**src/rtl/ysyx_23060203_axi_rd_sched.sv**
```systemverilog
// Shares one AXI4 read port between IFU and LSU, one outstanding transaction at a time.
// Latency: 1 cycle arbitration in IDLE, then AR and R pass through combinationally.
// Backpressure: m_rready follows the winner's rready; requests arriving while busy wait.
//
// Ports:
//   clock, reset                 clock and asynchronous active-high reset
//   ifu_ar*/ifu_r*               IFU read requester (AR in, R out)
//   lsu_ar*/lsu_r*               LSU read requester (AR in, R out)
//   m_ar*/m_r*                   downstream AXI4 read master port (burst fixed to INCR)
//   busy                         registered, high whenever the FSM is not IDLE
// Optional feature: define YSYX_23060203_ARB_RR_EN for round-robin arbitration;
// otherwise fixed priority with LSU winning a tie.
// TIMEOUT cycles in R without a handshake produce a SLVERR beat; TIMEOUT = 0 disables it.
module ysyx_23060203_axi_rd_sched #(
   parameter int ADDR_W  = 32,
   parameter int DATA_W  = 32,
   parameter int TIMEOUT = 1024
) (
   input  logic              clock,
   input  logic              reset,
   input  logic              ifu_arvalid,
   output logic              ifu_arready,
   input  logic [ADDR_W-1:0] ifu_araddr,
   input  logic [7:0]        ifu_arlen,
   input  logic [2:0]        ifu_arsize,
   output logic              ifu_rvalid,
   input  logic              ifu_rready,
   output logic [DATA_W-1:0] ifu_rdata,
   output logic [1:0]        ifu_rresp,
   output logic              ifu_rlast,
   input  logic              lsu_arvalid,
   output logic              lsu_arready,
   input  logic [ADDR_W-1:0] lsu_araddr,
   input  logic [7:0]        lsu_arlen,
   input  logic [2:0]        lsu_arsize,
   output logic              lsu_rvalid,
   input  logic              lsu_rready,
   output logic [DATA_W-1:0] lsu_rdata,
   output logic [1:0]        lsu_rresp,
   output logic              lsu_rlast,
   output logic              m_arvalid,
   input  logic              m_arready,
   output logic [ADDR_W-1:0] m_araddr,
   output logic [7:0]        m_arlen,
   output logic [2:0]        m_arsize,
   output logic [1:0]        m_arburst,
   input  logic              m_rvalid,
   output logic              m_rready,
   input  logic [DATA_W-1:0] m_rdata,
   input  logic [1:0]        m_rresp,
   input  logic              m_rlast,
   output logic              busy
);

   // The watchdog counts 0 .. TIMEOUT-1 and fires on the cycle after TIMEOUT-1.
   localparam int WD_W = (TIMEOUT > 1) ? $clog2(TIMEOUT) : 1;

   typedef enum logic [2:0] {
      S_IDLE,
      S_AR,
      S_R,
      S_ERR,
      S_DRAIN
   } state_e;

   state_e            state_q, state_d;
   logic              grant_q, grant_d;   // 1 = LSU owns the port, 0 = IFU
   logic [ADDR_W-1:0] addr_q, addr_d;
   logic [7:0]        len_q, len_d;
   logic [2:0]        size_q, size_d;
   logic [WD_W-1:0]   wdog_q, wdog_d;
   logic              busy_q, busy_d;

   logic              pick_lsu;
   logic              win_rready;
   logic              ar_ack;
   logic              r_vld;
   logic              r_last;
   logic [DATA_W-1:0] r_dat;
   logic [1:0]        r_resp;

   assign win_rready = grant_q ? lsu_rready : ifu_rready;

`ifdef YSYX_23060203_ARB_RR_EN
   // rr_q = 1 favours the LSU on a tie; flips to the loser after every transaction.
   logic rr_q, rr_d;
   logic txn_done;

   assign pick_lsu = (ifu_arvalid & lsu_arvalid) ? rr_q : lsu_arvalid;
   assign txn_done = ((state_q == S_R) & m_rvalid & win_rready & m_rlast) |
                     ((state_q == S_DRAIN) & m_rvalid & m_rlast);

   always_comb begin
      rr_d = rr_q;
      if (txn_done) begin
         rr_d = ~grant_q;
      end
   end

   always_ff @(posedge clock or posedge reset) begin
      if (reset) begin
         rr_q <= 1'b0;
      end else begin
         rr_q <= rr_d;
      end
   end
`else
   assign pick_lsu = lsu_arvalid;
`endif

   always_comb begin
      state_d   = state_q;
      grant_d   = grant_q;
      addr_d    = addr_q;
      len_d     = len_q;
      size_d    = size_q;
      wdog_d    = wdog_q;
      m_arvalid = 1'b0;
      m_rready  = 1'b0;
      ar_ack    = 1'b0;
      r_vld     = 1'b0;
      r_dat     = '0;
      r_resp    = 2'b00;
      r_last    = 1'b0;
      case (state_q)
         S_IDLE: begin
            if (ifu_arvalid | lsu_arvalid) begin
               grant_d = pick_lsu;
               addr_d  = pick_lsu ? lsu_araddr : ifu_araddr;
               len_d   = pick_lsu ? lsu_arlen  : ifu_arlen;
               size_d  = pick_lsu ? lsu_arsize : ifu_arsize;
               state_d = S_AR;
            end
         end
         S_AR: begin
            m_arvalid = 1'b1;
            if (m_arready) begin
               ar_ack  = 1'b1;
               wdog_d  = '0;
               state_d = S_R;
            end
         end
         S_R: begin
            m_rready = win_rready;
            r_vld    = m_rvalid;
            r_dat    = m_rdata;
            r_resp   = m_rresp;
            r_last   = m_rlast;
            if (m_rvalid & win_rready) begin
               wdog_d = '0;
               if (m_rlast) begin
                  state_d = S_IDLE;
               end
            end else if (TIMEOUT != 0) begin
               if (wdog_q == WD_W'(TIMEOUT - 1)) begin
                  state_d = S_ERR;
               end else begin
                  wdog_d = wdog_q + WD_W'(1);
               end
            end
         end
         S_ERR: begin
            // Synthesised SLVERR beat; the slave is not allowed to complete now.
            r_vld  = 1'b1;
            r_resp = 2'b10;
            r_last = 1'b1;
            if (win_rready) begin
               state_d = S_DRAIN;
            end
         end
         S_DRAIN: begin
            // Swallow any late beats until the slave finally ends the burst.
            m_rready = 1'b1;
            if (m_rvalid & m_rlast) begin
               state_d = S_IDLE;
            end
         end
         default: begin
            state_d = S_IDLE;
         end
      endcase
      busy_d = (state_d != S_IDLE);
   end

   always_ff @(posedge clock or posedge reset) begin
      if (reset) begin
         state_q <= S_IDLE;
         grant_q <= 1'b0;
         addr_q  <= '0;
         len_q   <= '0;
         size_q  <= '0;
         wdog_q  <= '0;
         busy_q  <= 1'b0;
      end else begin
         state_q <= state_d;
         grant_q <= grant_d;
         addr_q  <= addr_d;
         len_q   <= len_d;
         size_q  <= size_d;
         wdog_q  <= wdog_d;
         busy_q  <= busy_d;
      end
   end

   assign ifu_arready = ar_ack & ~grant_q;
   assign lsu_arready = ar_ack & grant_q;
   assign ifu_rvalid  = r_vld & ~grant_q;
   assign lsu_rvalid  = r_vld & grant_q;
   assign ifu_rdata   = grant_q ? '0 : r_dat;
   assign lsu_rdata   = grant_q ? r_dat : '0;
   assign ifu_rresp   = grant_q ? 2'b00 : r_resp;
   assign lsu_rresp   = grant_q ? r_resp : 2'b00;
   assign ifu_rlast   = r_last & ~grant_q;
   assign lsu_rlast   = r_last & grant_q;

   assign m_araddr  = addr_q;
   assign m_arlen   = len_q;
   assign m_arsize  = size_q;
   assign m_arburst = 2'b01;
   assign busy      = busy_q;

endmodule

```
**config.mk**
```make
export PLATFORM = sky130hd
export DESIGN_NAME = ysyx_23060203_axi_rd_sched
export DESIGN_NICKNAME = d
export VERILOG_FILES = /design/src/rtl/ysyx_23060203_axi_rd_sched.sv
export SDC_FILE = /design/constraint.sdc
export NUM_CORES = 1
export LEC_CHECK = 0
export BUFFER_PORTS_ARGS = -buffer_cell sky130_fd_sc_hd__buf_2
export CAP_MARGIN = 30
export CORE_AREA = 2 2 98 100
export CTS_CLUSTER_SIZE = 24
export DETAILED_ROUTE_END_ITERATION = 6
export DIE_AREA = 0 0 100 102
export GPL_ROUTABILITY_DRIVEN = 1
export GPL_TIMING_DRIVEN = 0
export PLACE_DENSITY = 0.77
export SETUP_SLACK_MARGIN = 0.15
export SYNTH_ARGS = -nofsm -noshare
export SYNTH_HDL_FRONTEND = slang
export SYNTH_SLANG_ARGS = --single-unit
```
**constraint.sdc**
```tcl
create_clock -name clock -period 2.1 [get_ports clock]
set_input_delay 0.105 -clock clock [delete_from_list [all_inputs] [get_ports clock]]
set_output_delay 0.105 -clock clock [all_outputs]
set_load 0.01 [all_outputs]
```
## Yosys cells after proc, flatten, opt, wreduce, memory -nomap -nowiden

Cells that the tools add are included.

- Flip-flop bits (word level): 58
- Input bits: 129
- Output and inout port bits: 122
- Logic and storage cells: 58

- Muxes and demuxes: 28
- Eq/ne operators: 7
- $add $sub $neg: 1
- Bitwise operators: 10
- Reduce and logical (&&, ||, !) cells: 5

Operator list:

| kind | number |
|---|---|
| 32-bit 2-to-1 mux | 4 |
| 10-bit 2-to-1 mux | 3 |
| 3-bit 2-to-1 mux | 8 |
| 10-bit case mux with 2 select lines | 1 |
| 3-bit case mux with 5 select lines | 1 |
| 10-bit by 1-bit adder with 10-bit output, second input constant | 1 |
| 10-bit equality test, second input constant | 1 |
| 1-bit bitwise AND | 8 |
| 8-bit 2-to-1 mux | 1 |
| 3-bit by 2-bit equality test with 1-bit output, second input constant | 2 |
| 1-bit case mux with 2 select lines | 3 |
| 1-bit 2-to-1 mux | 4 |
| 2-bit 2-to-1 mux | 2 |
| 2-bit case mux with 2 select lines | 1 |
| 3-bit by 1-bit equality test with 1-bit output, second input constant | 1 |
| 3-bit equality test, second input constant | 1 |
| 3-bit zero test | 1 |
| 3-bit inequality test, second input constant | 1 |
| 3-bit AND reduction | 1 |
| 3-bit nonzero test | 1 |
| 2-bit inequality test, second input constant | 1 |
| 2-bit AND reduction | 1 |
| 2-bit nonzero test | 1 |
| 1-bit NOT | 1 |
| 1-bit OR | 1 |

## Depth between registers and ports, before layout

- Word-level depth: 5
- Depth in mapped cells: 6
- Depth with buffers taken out: 5

## Least setup slack after synthesis

OpenSTA, ideal clock, no wires.

- Kind: flip-flop to flip-flop
- Start: register wdog_q[0]
- End: register busy_q (netlist: busy)
- Clock period less this slack: 1.618 ns
- Required time: 1.969 ns
- Arrival: 1.487 ns
- Cell stages (with the launch flop): 6
- Setup time: 0.131 ns
- Path buffers: 0
- Slack: 0.482 ns
- Cell sequence: dfrtp_1 ha_1 nand4_1 nor3_1 a211o_1 or3_1

- Word-level cells in the longest chain between the ends: 5

RTL lines:

| item | RTL line | text |
|---|---|---|
| start, declared | 71 | `logic [WD_W-1:0] wdog_q, wdog_d;` |
| start signal, assigned | 200 | `wdog_q <= wdog_d;` |
| 10-bit equality test | 155 | `if (wdog_q == WD_W'(TIMEOUT - 1)) begin` |
| 3-bit 2-to-1 mux | 155 |  |
| 3-bit 2-to-1 mux | 149 | `if (m_rvalid & win_rready) begin` |
| 3-bit case mux with 5 select lines | 125 | `case (state_q)` |
| named net state_d[0] | 66 | `state_e state_q, state_d;` |
| 3-bit nonzero test | 182 | `busy_d = (state_d != S_IDLE);` |
| named net busy_d | 72 | `logic busy_q, busy_d;` |
| end signal, assigned | 201 | `busy_q <= busy_d;` |
| end, declared | 72 |  |

The timed path passes the listed nets, and every way through them passes these cells.
A chain may end at the register's enable or synchronous reset.

## Final worst setup path

- Start: register state_q[2]
- End: register wdog_q[4]

- Word-level cells in the longest chain between the ends: 3
- Elaborated cells between the ends (all ways): 7
- Those cells by class: eq/ne (4); mux (1); reduce/logical (2)

RTL lines:

| item | RTL line | text |
|---|---|---|
| start, declared | 66 |  |
| start signal, assigned | 195 | `state_q <= state_d;` |
| 3-bit by 2-bit equality test with 1-bit output or 3-bit by 1-bit equality test with 1-bit output (tied branches) | 125 |  |
| 3-bit inequality test (no source line) (tied with other cells) | - |  |
| 3-bit AND reduction (no source line) | - |  |

Several ways; a longest one is shown, not always the timed one.

==> results.tsv <==
metric	value	unit
synthesized flop and latch total	58	
clk sinks	58	
crit path time final	1.88	ns
Mapped Area	0.00345	sq mm
layout cells sized above 1	46.4	%
Storage cell area	0.00145	sq mm
synth cell count leaders	68 x and3_1, 58 x dfrtp_1, 56 x nor2_1	
Layout Utilization	57.0	%
cell with the most instances after synthesis	and3_1	
EDFF count, synth	0	
dpl ws	0.132	ns
Final WS setup	0.215	ns
ANT cells	0	
Worst R2R Start	state_q[2]$_DFF_PP0_	
Bufs on Longest Clock Path	2	
worst skew pair latency	0.34	ns
largest area contributor in the netlist	dfrtp_1	
HPWL after DPL	9470	microns
CTS clk-pin slew, worst paths	0.08	ns
WL final	11700	microns
Cell Count, Final, Fillers Out	764	
hold path start	ifu_araddr[21]	
Vias	3916	
Crit path max-delay family	compound AO/OA/AOI/OAI gates	
CP Capture Type	register	
Worst-Margin Slew	0.706	ns
CTS tree	done	
multi-input gate area in the final layout	0.00185	sq mm
Initial Util	37.8	%
die height	102	microns
Setup Viol. Count Final	0	
RSZ-0062 raised after global routing	true	
DR pass1 iterations	4	
Lkg Pwr	3.02	nW
PD cells	1260	mW/mm^2
Nets	778	
Avg Cell Area, Syn	9.07	sq um
# H-tree levels	3	
Area contributors post-synth	dfrtp_1 42%, mux2i_1 12%, and3_1 12%	
status	complete, no violations	
routability cong.	0.885	
Critical-path top delay cell	dfrtp_1	
vias in the first global route	3764	
worst path cell trace	buf_6 -> buf_4 -> nor3b_2 -> nand2_1 -> a31o_1 -> a211o_1	
HP Class	input pin to register	
syn nets	510	
GRT Total Usage	21.7	%
die area	0.0102	sq mm
1st-iter DRT viols	130	
Post-Place Cells	739	
clk root buf	clkbuf_8	
fillcell total	813	
fin area	0.00519	sq mm
Die Wd	100	microns
biggest cell delay along the critical path	0.38	ns
CP Class	register to register	
Avg WL per Cell	15.3	microns
Placed Area	0.00484	sq mm
Main synth FF type	dfrtp_1	
post-synth top area share	42.1	%
Crit Path Max Fanout	8	
Routed Antenna Nets	0	
largest net degree at the start of global routing	44	
critical path launch point type	register	
CTS Buf Count	9	
CP Launch Point	state_q[2]$_DFF_PP0_	
Slew Viols, Final	0	
Post-Synthesis Cells	380	
post-synthesis sequential area ratio	42.1	%
hold slack	0.0615	ns
Congestion Overflow GR	0	
core area	0.00911	sq mm
Ys Warns	0	
normalized max-slew margin	52.9	%
CP Buf/Inv Count	2	
final cycle utilization of the critical path	89.8	%
Max-Cap Viols	0	
cell row count	35	
Ports	251	
DR DRC count	0	
Tot Pwr	6.54	mW
Worst Path Required	2.32	ns
Area growth, synth to finish	50.7	%
Final Skew	0.00868	ns
Vias per Instance	5.13	
Achievable Freq	0.531	GHz
initial antenna violation count	1	
Fin Setup TNS	0	ns
first-pass GRT wire length	17400	microns
ys async rst share	100	%
synth unique cells	45	
Hold Fails Final Rpt	0	
# port buffers	247	
Max IR drop VDD	624	uV
worst path arrival time	2.11	ns
[path summary, 6_finish.rpt]
kind                       slack (ns)  cells after the start                  endpoint
max                              0.22                      6     wdog_q[4]$_DFFE_PP0P_
min                              0.06                      3  m_araddr[21]$_DFFE_PP0P_
max reg2reg                      0.22                      6     wdog_q[4]$_DFFE_PP0P_
min reg2reg                      0.50                      1     wdog_q[9]$_DFFE_PP0P_
max in group asynchronous        1.23                      4   m_araddr[1]$_DFFE_PP0P_
min in group asynchronous        0.31                      3     wdog_q[9]$_DFFE_PP0P_
[power by group]
group,leakage (nW),total (mW),switching [mW],internal (mW)
Sequential,0.670,1.89,0.275,1.61
Combinational,2.24,3.49,2.03,1.46
Clock,0.110,1.17,0.492,0.678
Total,3.02,6.54,2.79,3.75
[state kept, by name, indices dropped and copies added (netlist names)]
signal    count
m_araddr     32
m_arlen       8
grant_q       1
m_arsize      3
busy          1
wdog_q       10
state_q       3
[layer usage]
| metal | routed length, microns | vias to the layer above | track usage [%] | share of wire [%] |
|---|---|---|---|---|
| met5 | 0 | - | 0 | 0 |
| met4 | 262 | 0 | 8.64 | 2.2 |
| met3 | 837 | 20 | 5.68 | 7.2 |
| met2 | 6320 | 192 | 41.7 | 54 |
| met1 | 4290 | 1815 | 22.6 | 37 |
| li1 | - | 1889 | - | - |
[repair_timing]
| item | 4_1_cts | 5_1_grt |
|---|---|---|
| setup endpoints to repair | 66 | 72 |
| hold buffers | 1 | 0 |
| gates resized for setup | 10 | 12 |
| endpoints found under the hold margin | 15 | 0 |
| pin swaps | 1 | 2 |
| buffers inserted | 4 | 5 |
[logic make-up after synthesis]
logic type	Yosys count	synth area share, %
adders and majority gates	1	0.363
AOI/OAI and AO/OA	73	13.0
other	2	0.218
buffers and inverters	37	4.86
and+or+nand+nor	163	26.0
muxes	46	13.5
DFF	58	42.1
[worst register-to-register path, delay by kind of cell (launching register included)]
family | cells | cell delay (ns)
compound gates | 2 | 0.60
simple gates | 2 | 0.52
buf+inv | 2 | 0.28
flops | 1 | 0.38
[placed cells by master (no fill, tap or decap), types with 3 or more instances in the layout]
| master | count |
|---|---|
| a21oi_1 | 44 |
| buf_4 | 13 |
| clkinv_4 | 3 |
| o21ai_0 | 5 |
| clkbuf_8 | 10 |
| nand4_1 | 4 |
| nor2_1 | 56 |
| buf_6 | 4 |
| mux2_2 | 3 |
| clkbuf_1 | 13 |
| nand2_1 | 10 |
| nand3_1 | 3 |
| buf_1 | 4 |
| buf_2 | 252 |
| and3_1 | 68 |
| mux2i_1 | 43 |
| a31o_1 | 3 |
| nor3_1 | 5 |
| dfrtp_1 | 58 |
[final cells by class]
cell class                      instances  area share, %
Inverter                                3          0.217
Clock buffer                            9           2.38
Buffer                                 33           3.61
Sequential cell                        58           27.9
Clock inverter                          7           1.97
Tap cell                              111           2.67
Multi-Input combinational cell        285           35.5
Timing Repair Buffer                  258           25.7
Power figures use the tool's default switching activity.
